## src/rtl/wave_dds_core.sv

```systemverilog
// wave_dds_core: phase-accumulator control and output stage of the
// four-waveform generator.
//
// Key pulses step pending frequency, waveform and amplitude settings. The
// pending values move into the active set only on a phase wrap, so a period
// is never altered part-way through. The top ADDR_W phase bits address four
// external registered ROMs. The ROM sample selected by the active waveform
// is scaled by an arithmetic right shift around mid-scale.
//
// Ports:
//   clk, rst_n        clock, asynchronous active-low reset
//   freq_step         pulse: pending frequency index +1 (mod 16)
//   wave_step         pulse: pending waveform +1 (0 sin,1 square,2 saw,3 tri)
//   amp_step          pulse: pending amplitude shift +1 (mod 4)
//   rom_rden          read enable to all ROMs (registered)
//   rom_addr          shared ROM address (top bits of the phase register)
//   sin_q .. tri_q    ROM data, one-cycle read latency
//   dout              scaled sample, offset binary, 0x80 = mid-scale
//   sync              marks the first dout sample of each period
module wave_dds_core #(
  parameter int unsigned PHASE_W  = 24,
  parameter int unsigned ADDR_W   = 8,
  parameter int unsigned BASE_INC = 1024
) (
  input  logic              clk,
  input  logic              rst_n,
  input  logic              freq_step,
  input  logic              wave_step,
  input  logic              amp_step,
  output logic              rom_rden,
  output logic [ADDR_W-1:0] rom_addr,
  input  logic [7:0]        sin_q,
  input  logic [7:0]        square_q,
  input  logic [7:0]        saw_q,
  input  logic [7:0]        tri_q,
  output logic [7:0]        dout,
  output logic              sync
);

  localparam int unsigned FREQ_W = 4;
  localparam int unsigned SEL_W  = 2;
  localparam int unsigned DATA_W = 8;

  logic [PHASE_W-1:0] phase;
  logic [FREQ_W-1:0]  freq_pend, freq_act;
  logic [SEL_W-1:0]   wave_pend, wave_act, wave_d;
  logic [SEL_W-1:0]   amp_pend, amp_act, amp_d;
  logic               wrap_d1, wrap_d2;

  logic [PHASE_W-1:0]      tw_c;
  logic [PHASE_W:0]        sum_c;
  logic                    wrap_c;
  logic [DATA_W-1:0]       q_c;
  logic signed [DATA_W-1:0] s_c;
  logic signed [DATA_W-1:0] s_shift_c;
  logic [DATA_W-1:0]       dout_next_c;

  // Tuning word. Multiplying at PHASE_W width gives the same low bits as a
  // full-width product truncated afterwards.
  assign tw_c   = PHASE_W'(BASE_INC) * (PHASE_W'(freq_act) + PHASE_W'(1));
  assign sum_c  = {1'b0, phase} + {1'b0, tw_c};
  assign wrap_c = rom_rden & sum_c[PHASE_W];

  assign rom_addr = phase[PHASE_W-1 -: ADDR_W];

  // Read enable rises on the first edge out of reset and then stays high.
  always_ff @(posedge clk or negedge rst_n) begin
    if (!rst_n) rom_rden <= 1'b0;
    else        rom_rden <= 1'b1;
  end

  // Phase accumulator.
  always_ff @(posedge clk or negedge rst_n) begin
    if (!rst_n)        phase <= '0;
    else if (rom_rden) phase <= sum_c[PHASE_W-1:0];
  end

  // Pending settings, stepped by the key pulses.
  always_ff @(posedge clk or negedge rst_n) begin
    if (!rst_n) begin
      freq_pend <= '0;
      wave_pend <= '0;
      amp_pend  <= '0;
    end else begin
      if (freq_step) freq_pend <= freq_pend + FREQ_W'(1);
      if (wave_step) wave_pend <= wave_pend + SEL_W'(1);
      if (amp_step)  amp_pend  <= amp_pend + SEL_W'(1);
    end
  end

  // Active settings take the pre-edge pending values on the wrap edge.
  always_ff @(posedge clk or negedge rst_n) begin
    if (!rst_n) begin
      freq_act <= '0;
      wave_act <= '0;
      amp_act  <= '0;
    end else if (wrap_c) begin
      freq_act <= freq_pend;
      wave_act <= wave_pend;
      amp_act  <= amp_pend;
    end
  end

  // Align waveform/amplitude with ROM data and the wrap marker with dout.
  always_ff @(posedge clk or negedge rst_n) begin
    if (!rst_n) begin
      wave_d  <= '0;
      amp_d   <= '0;
      wrap_d1 <= 1'b0;
      wrap_d2 <= 1'b0;
      sync    <= 1'b0;
    end else begin
      wave_d  <= wave_act;
      amp_d   <= amp_act;
      wrap_d1 <= wrap_c;
      wrap_d2 <= wrap_d1;
      sync    <= wrap_d2;
    end
  end

  // Waveform select and scaling around mid-scale.
  always_comb begin
    q_c = sin_q;
    unique case (wave_d)
      2'd0:    q_c = sin_q;
      2'd1:    q_c = square_q;
      2'd2:    q_c = saw_q;
      default: q_c = tri_q;
    endcase
    s_c         = signed'(q_c ^ 8'h80);
    s_shift_c   = s_c >>> amp_d;
    dout_next_c = DATA_W'(s_shift_c) ^ 8'h80;
  end

  always_ff @(posedge clk or negedge rst_n) begin
    if (!rst_n) dout <= 8'h80;
    else        dout <= dout_next_c;
  end

endmodule

```

## config.mk

```make
export PLATFORM = sky130hd
export DESIGN_NAME = wave_dds_core
export DESIGN_NICKNAME = d
export VERILOG_FILES = /design/src/rtl/wave_dds_core.sv
export SDC_FILE = /design/constraint.sdc
export NUM_CORES = 1
export LEC_CHECK = 0
export CORE_ASPECT_RATIO = 2
export CORE_MARGIN = 1.5
export CORE_UTILIZATION = 55
export CTS_BUF_LIST = sky130_fd_sc_hd__clkbuf_16
export DETAILED_ROUTE_END_ITERATION = 16
export DONT_BUFFER_PORTS = 1
export PLACE_DENSITY = 0.72
export SYNTH_ARGS = -nofsm -noshare
export SYNTH_HDL_FRONTEND = slang
export SYNTH_SLANG_ARGS = --single-unit
```

## constraint.sdc

```tcl
create_clock -name clk -period 3 [get_ports clk]
set_clock_uncertainty 0.2 [all_clocks]
set_input_delay 0.6 -clock clk [delete_from_list [all_inputs] [get_ports clk]]
set_output_delay 0.6 -clock clk [all_outputs]
set_load 0.005 [all_outputs]
```

==> results.md, run 1 <==
- First-pass DRT Iterations: 4
- Largest stage delay on the critical path: 470 ps
- Total grt overflow: 0
- WL/cell: ~18 µm
- Max-cap check violation count: 0
- Relative slew slack: 59.2%
- Tcrit/Tclk final: 88.9%
- Critical Path, Cell by Cell: ha_1, fa_1, a211oi_1, o21bai_2, nand4_4, mux2_2
- Largest net degree at the start of global routing: 47
- Ys Warns: 0
- H-tree depth: 2
- Die area: ~5000 µm²
- Synth area leader: dfrtp_1
- CP Max Fanout: 8
- Finished Cell Area: approximately 2600 µm²
- Sequential share of power: 49.3%
- HP Class: reg -> reg
- Register area: 1150 µm²
- FF+latch count, synth: between 40 and 50
- Iter 0 DRT Violations: 8
- Max Root-Sink Buffers: 2
- CP required: 2970 ps
- Synthesized area per cell: 13.0 µm²
- Area contributors post-synth: dfrtp_1 46%, mux4_1 13%, mux2_2 5.9%, xnor2_1 5.3%, ha_1 3.6%
- Die height: 97.7 µm
- Yosys top cell area share: 45.7%
- Final setup vio count: 0
- DP HPWL: 3.18 mm
- Global-route wire length before repair: 7.35 mm
- Crit path time final: 2670 ps
- CTS buffer count: 5
- Dpl cell area: 2420 µm²
- Antenna-violating nets left: 0
- DRC viols: 0
- Post-Synthesis Cells: 189
- N_diodes: 0
- Placement row count: 34
- Final Power: 0.00168 W
- Vias in the first global route: 1594
- Post-synthesis async set-or-reset flop share: 100%
- PD cells: 647 nW/µm²
- Top post-synthesis cells by count: 45 x dfrtp_1, 15 x xnor2_1, 13 x mux2_2
- Status: finished, final reports clean
- RSZ-0062 raised after global routing: no
- I/O Buffers: 0
- Top-count cell post-synth: dfrtp_1
- Syn Std Cell Area: approximately 2500 µm²
- Via/cell ratio: between 6 and 7
- CTS tree: yes
- Nets@finish: 228
- Clock sinks: 46
- Crit path max-delay cell type: fa_1
- Critical path's top delay family: adder cells
- Worst slew pin tran: between 600 and 700 ps
- Final Hold Fails: 0
- Register area share after synthesis: between 40 and 50%
- Fin. max-slew vios: 0
- Synth cell types: 38
- Switching Power: 0.000482 W
- Total leakage power: 1.11 nW
- Sw Ratio: between 20% and 30%
- Fmax: 375 MHz
- GPL Wtd Cong: 0.844
- GRT Util Overall: 19.4%
- Core footprint: 4340 µm²
- Critical path capture point type: flop
- Max VDD drop: 500 µV
- Via count: 1472
- Power Internal: 0.00120 W
- Gate power share: 19.7%
- Worst path arrival time: 2630 ps
- Synth Flop Type: dfrtp_1
- IO Count: between 50 and 60
- Routed WL: 4.28 mm
- Fill cells: 342
- Worst hold stages: 0
- Clock Latency Late Sink: 280 ps
- R2R cell count: 6
- Total stage count of the critical path: 6
- Synth Net Count: 234
- Synth-to-layout area growth: 5.59%
- Element type at the critical path start: flop
- Clk pin slew, worst setup/hold paths: 60 ps
- Initial Util: 56.8%
- Post-synth EDFFs: 0
- Share of cells above drive strength 1: between 10% and 20%
- Buf/Inv on CP: 0
- Clock network fraction of total power: 31.0%
- Setup TNS: 0 ps
- Area of the multi-input gates: 1190 µm²
- Initial antenna violation count: 0
- Die X: 50.3 µm
- Crit path kind: reg -> reg
- Clk root buf: clkbuf_16
==> final timing paths <==
check | startpoint | to | slack [ps]
min | wrap_d2 | sync | 150
max in group asynchronous | rst_n | dout[7] | 1710
max | freq_act[0] | wave_act[1] | 330
max reg2reg | freq_act[0] | wave_act[1] | 330
min reg2reg | wrap_d2 | sync | 150
min in group asynchronous | rst_n | phase[16] | 640
==> what timing repair did <==
action                                 in CTS  in global routing
endpoints found under the hold margin      46                  0
buffers inserted                            0                  0
hold buffers                                2                  0
gates resized for setup                     0                  0
==> stage by stage <==
step                utilization, %  hold WS, ps  setup slack [ps]  cells
floorplan                        -          104               531    189
finish                        59.9          149               333    238
CTS                           59.9          152               325    238
global route                  59.9          163               193    238
detailed placement            55.8          105               339    228
global placement              55.8          105               416    228
==> metal layers <==
metal,track usage [%],routed length (µm),vias up
met3,4.46,199,9
met4,9.36,78,0
met2,33.4,2410,43
met5,0,0,-
met1,21.7,1600,739
li1,-,-,681
==> final cells by class <==
class,count,share of cell area [%]
clock buffers,5,4.81
clock inverters,3,0.625
inverters,3,0.433
multi-input cells,125,45.8
flip-flops and latches,46,44.3
well taps,54,2.60
repair buffers,2,1.44
==> worst register-to-register path: cells and delay by family, from the launching register on <==
family | cells | cell delay [ps]
adders and majority gates | 2 | 810
AOI/OAI and AO/OA | 2 | 580
DFF | 1 | 410
muxes | 1 | 360
and+or+nand+nor | 1 | 190
==> cells in the final DEF, fill, tap and decap left out, types with 2 or more instances in the layout <==
cell,count
inv_1,3
ha_1,7
dfrtp_1,45
a21oi_1,4
xnor2_1,15
nand2_1,10
nand4_1,6
nand3_1,8
a21o_1,2
xor2_1,4
and3_1,2
o21ai_0,7
o21ai_1,2
a211oi_1,4
nor2_1,7
mux2_2,13
mux2i_1,6
clkbuf_16,5
nor3_1,2
o22ai_1,2
mux4_1,12
==> registers in the layout, summed over array words and instances (netlist names) <==
signal,flops
rom_rden,1
wrap_d2,1
wave_pend,2
phase,14
dout,8
freq_act,4
wave_d,2
wave_act,2
freq_pend,4
wrap_d1,1
sync,1
amp_d,2
amp_pend,2
amp_act,2
==> power by group through the flow <==
stage / registers (W) / clock network [W] / logic (W)
2_1_floorplan: 0.000797 / 0 / 0.000288
3_3_place_gp: 0.000832 / 0 / 0.000295
3_5_place_dp: 0.000841 / 0 / 0.000313
4_1_cts: 0.000829 / 0.000538 / 0.000336
5_1_grt: 0.000843 / 0.000566 / 0.000378
6_report: 0.000829 / 0.000522 / 0.000331
==> kinds of logic after synthesis <==
family	after synthesis	synth area share, %
XOR/XNOR	19	6.75
flip-flops	46	46.8
adder cells (fa/ha/maj)	8	4.37
AO/OA/AOI/OAI	23	5.79
AND/OR/NAND/NOR	42	9.19
multiplexers	32	22.1
other	1	0.152
buffers and inverters	18	4.87
No activity file was read; power rests on OpenSTA's default activity.
==> run 2, diff against run 1 <==
--- a/config.mk
+++ b/config.mk
@@ -7,11 +7,11 @@
 export LEC_CHECK = 0
 export CORE_ASPECT_RATIO = 2
 export CORE_MARGIN = 1.5
-export CORE_UTILIZATION = 55
+export CORE_UTILIZATION = 63
 export CTS_BUF_LIST = sky130_fd_sc_hd__clkbuf_16
 export DETAILED_ROUTE_END_ITERATION = 16
 export DONT_BUFFER_PORTS = 1
-export PLACE_DENSITY = 0.72
+export PLACE_DENSITY = 0.81
 export SYNTH_ARGS = -nofsm -noshare
 export SYNTH_HDL_FRONTEND = slang
 export SYNTH_SLANG_ARGS = --single-unit
==> results.md, run 2 (synthesized netlist as in run 1, its figures left out) <==
- Status: finished, final reports clean
- H-tree depth: 2 (unchanged)
- Iter 0 DRT Violations: 44 (+36)
- Critical path capture point type: flop
- Reg2reg end: freq_act[0]
- CTS buffer count: 5 (unchanged)
- Routed WL: 4.28 mm (-0.19%)
- Most common cell after layout, fill and taps aside: dfrtp_1
- Crit path time final: 2660 ps (-10.9 ps)
- WL/cell: 18.2 µm (+1.1%)
- Largest stage delay on the critical path: 470 ps (about the same)
- Worst Setup EP: freq_act[0]
- Max-cap check violation count: 0 (unchanged)
- Via/cell ratio: 6.34 (+2.6%)
- First-pass DRT Iterations: 4 (unchanged)
- Clock Latency Late Sink: 280 ps (about the same)
- Tcrit/Tclk final: 88.5% (-0.36 points)
- Max reg flops: 14 (unchanged)
- Setup bufs post-CTS: 0 (unchanged)
- Crit path max-delay cell type: fa_1
- Nets@finish: 228 (unchanged)
- Fin. max-slew vios: 0 (unchanged)
- DP HPWL: 3.17 mm (-0.55%)
- GPL Wtd Cong: 0.987 (+17%)
- Core footprint: 3800 µm² (-12%)
- N_diodes: 0 (unchanged)
- IO Count: 55 (unchanged)
- CP startpoint: freq_act[0]
- Relative slew slack: 63.6% (+4.4 points)
- Share of cells above drive strength 1: 14.1% (-0.54 points)
- Commonest cells after routing, fill and taps aside: 45 x dfrtp_1, 15 x xnor2_1, 13 x mux2_2
- CTS tree: yes
- Switching Power: 0.000463 W (-3.8%)
- Clk root buf: clkbuf_16
- Final Power: 0.00166 W (-1.2%)
- Die area: 4320 µm² (-12%)
- Via count: 1491 (+1.3%)
- Antenna-violating nets left: 0 (unchanged)
- Initial antenna violation count: 0 (unchanged)
- Worst path arrival time: 2620 ps (about the same)
- Power Internal: 0.00120 W (-0.18%)
- CP required: 2960 ps (about the same)
- Register area: 1150 µm² (unchanged)
- Crit path kind: reg -> reg
- Placement row count: 32 (-5.9%)
- Critical Path, Cell by Cell: ha_1, fa_1, a211oi_1, o21bai_2, nand4_4, mux2_2
- GRT Util Overall: 22.1% (+2.8 points)
- Final Hold Fails: 0 (unchanged)
- Max VDD drop: 597 µV (+19%)
- CP Max Fanout: 8 (unchanged)
- DRC viols: 0 (unchanged)
- Clock network fraction of total power: 30.5% (-0.5 points)
- Final setup vio count: 0 (unchanged)
- Largest net degree at the start of global routing: 47 (unchanged)
- Element type at the critical path start: flop
- RSZ-0062 raised after global routing: no
- Global-route wire length before repair: 6.88 mm (-6.4%)
- Initial Util: 64.8% (+8.0 points)
- Area of the multi-input gates: 1190 µm² (unchanged)
- Sw Ratio: 27.9% (-0.74 points)
- Largest registers: phase x14, dout x8
- I/O Buffers: 0 (unchanged)
- PD cells: 642 nW/µm² (-0.73%)
- HP Class: reg -> reg
- Fill cells: 258 (-25%)
- Vias in the first global route: 1567 (-1.7%)
- Total leakage power: 1.11 nW (+0.17%)
- Setup TNS: 0 ps (unchanged)
- Reg2Reg Setup Slack: 340 ps (about the same)
- Die height: 91.4 µm (-6.4%)
- Sequential share of power: 49.9% (+0.6 points)
- Total grt overflow: 0 (unchanged)
- Worst slew pin tran: 547 ps (-62.3 ps)
- Synth-to-layout area growth: 5.08%
- Gate power share: 19.7% (about the same)
- Fmax: 377 MHz (+0.41%)
- Max Root-Sink Buffers: 2 (unchanged)
- R2R cell count: 6 (unchanged)
- R2r startpoint: freq_act[0]
- Die X: 47.2 µm (-6.2%)
- Clk pin slew, worst setup/hold paths: 60 ps (about the same)
- Top reg by flops: phase
- Clock sinks: 46 (unchanged)
[run 2: cell count changes in the layout (fill, tap and decap cells not counted)]
cell	delta
buf_12	+1
buf_16	-1
clkinv_1	-1
clkinv_2	-1
inv_1	+2
[run 2: critical path, delay by kind of cell (launching register included)]
family | cells | cell delay (ps)
AOI/OAI and AO/OA | 2 | 570
adders and majority gates | 2 | 820
DFF | 1 | 410
muxes | 1 | 350
and+or+nand+nor | 1 | 190
[run 2: cell type report]
class / count / share of cell area (%)
Inverter: 3 / 0.435
Clock buffer: 5 / 4.83
Tap cell: 51 / 2.46
Timing Repair Buffer: 2 / 1.16
Clock inverter: 3 / 0.580
Sequential cell: 46 / 44.5
Multi-Input combinational cell: 125 / 46.0
[run 2: worst min path at each step]
stage,start,endpoint,slack (ps),cells past startpoint
floorplan,rst_n,amp_act[0],100,0
global placement,rst_n,phase[16],110,0
detailed placement,rst_n,phase[19],110,0
CTS,wrap_d1,wrap_d2,160,0
global route,wrap_d2,sync,160,0
finish,wrap_d2,sync,160,0
[run 2: repair_timing]
item                                   CTS  global route
endpoints found under the hold margin   46             0
hold buffers                             2             0
resized for setup                        0             0
[run 2: through the flow]
| stage | worst slack (ps) | util, % | cells | hold WS (ps) | instance area [µm²] |
|---|---|---|---|---|---|
| finish | 344 | 68.1 | 235 | 156 | 2590 |
| CTS | 336 | 68.1 | 235 | 161 | 2590 |
| floorplan | 531 | - | 189 | 104 | 2460 |
| global placement | 426 | 63.6 | 225 | 105 | 2420 |
| detailed placement | 353 | 63.6 | 225 | 105 | 2420 |
| global route | 230 | 68.1 | 235 | 163 | 2590 |
[run 2: per-layer routing]
layer,global-route usage (%),routed length [µm],vias up
met2,35.9,2460,53
met4,13.4,127,0
met5,0,0,-
li1,-,-,681
met3,4.97,174,11
met1,24.2,1520,746
[run 2: power by group through the flow]
stage	Clock (W)	Sequential (W)	Combinational, W
floorplan	0	0.000797	0.000288
global placement	0	0.000831	0.000292
detailed placement	0	0.000839	0.000309
CTS	0.000520	0.000828	0.000331
global route	0.000551	0.000846	0.000369
finish	0.000506	0.000829	0.000327
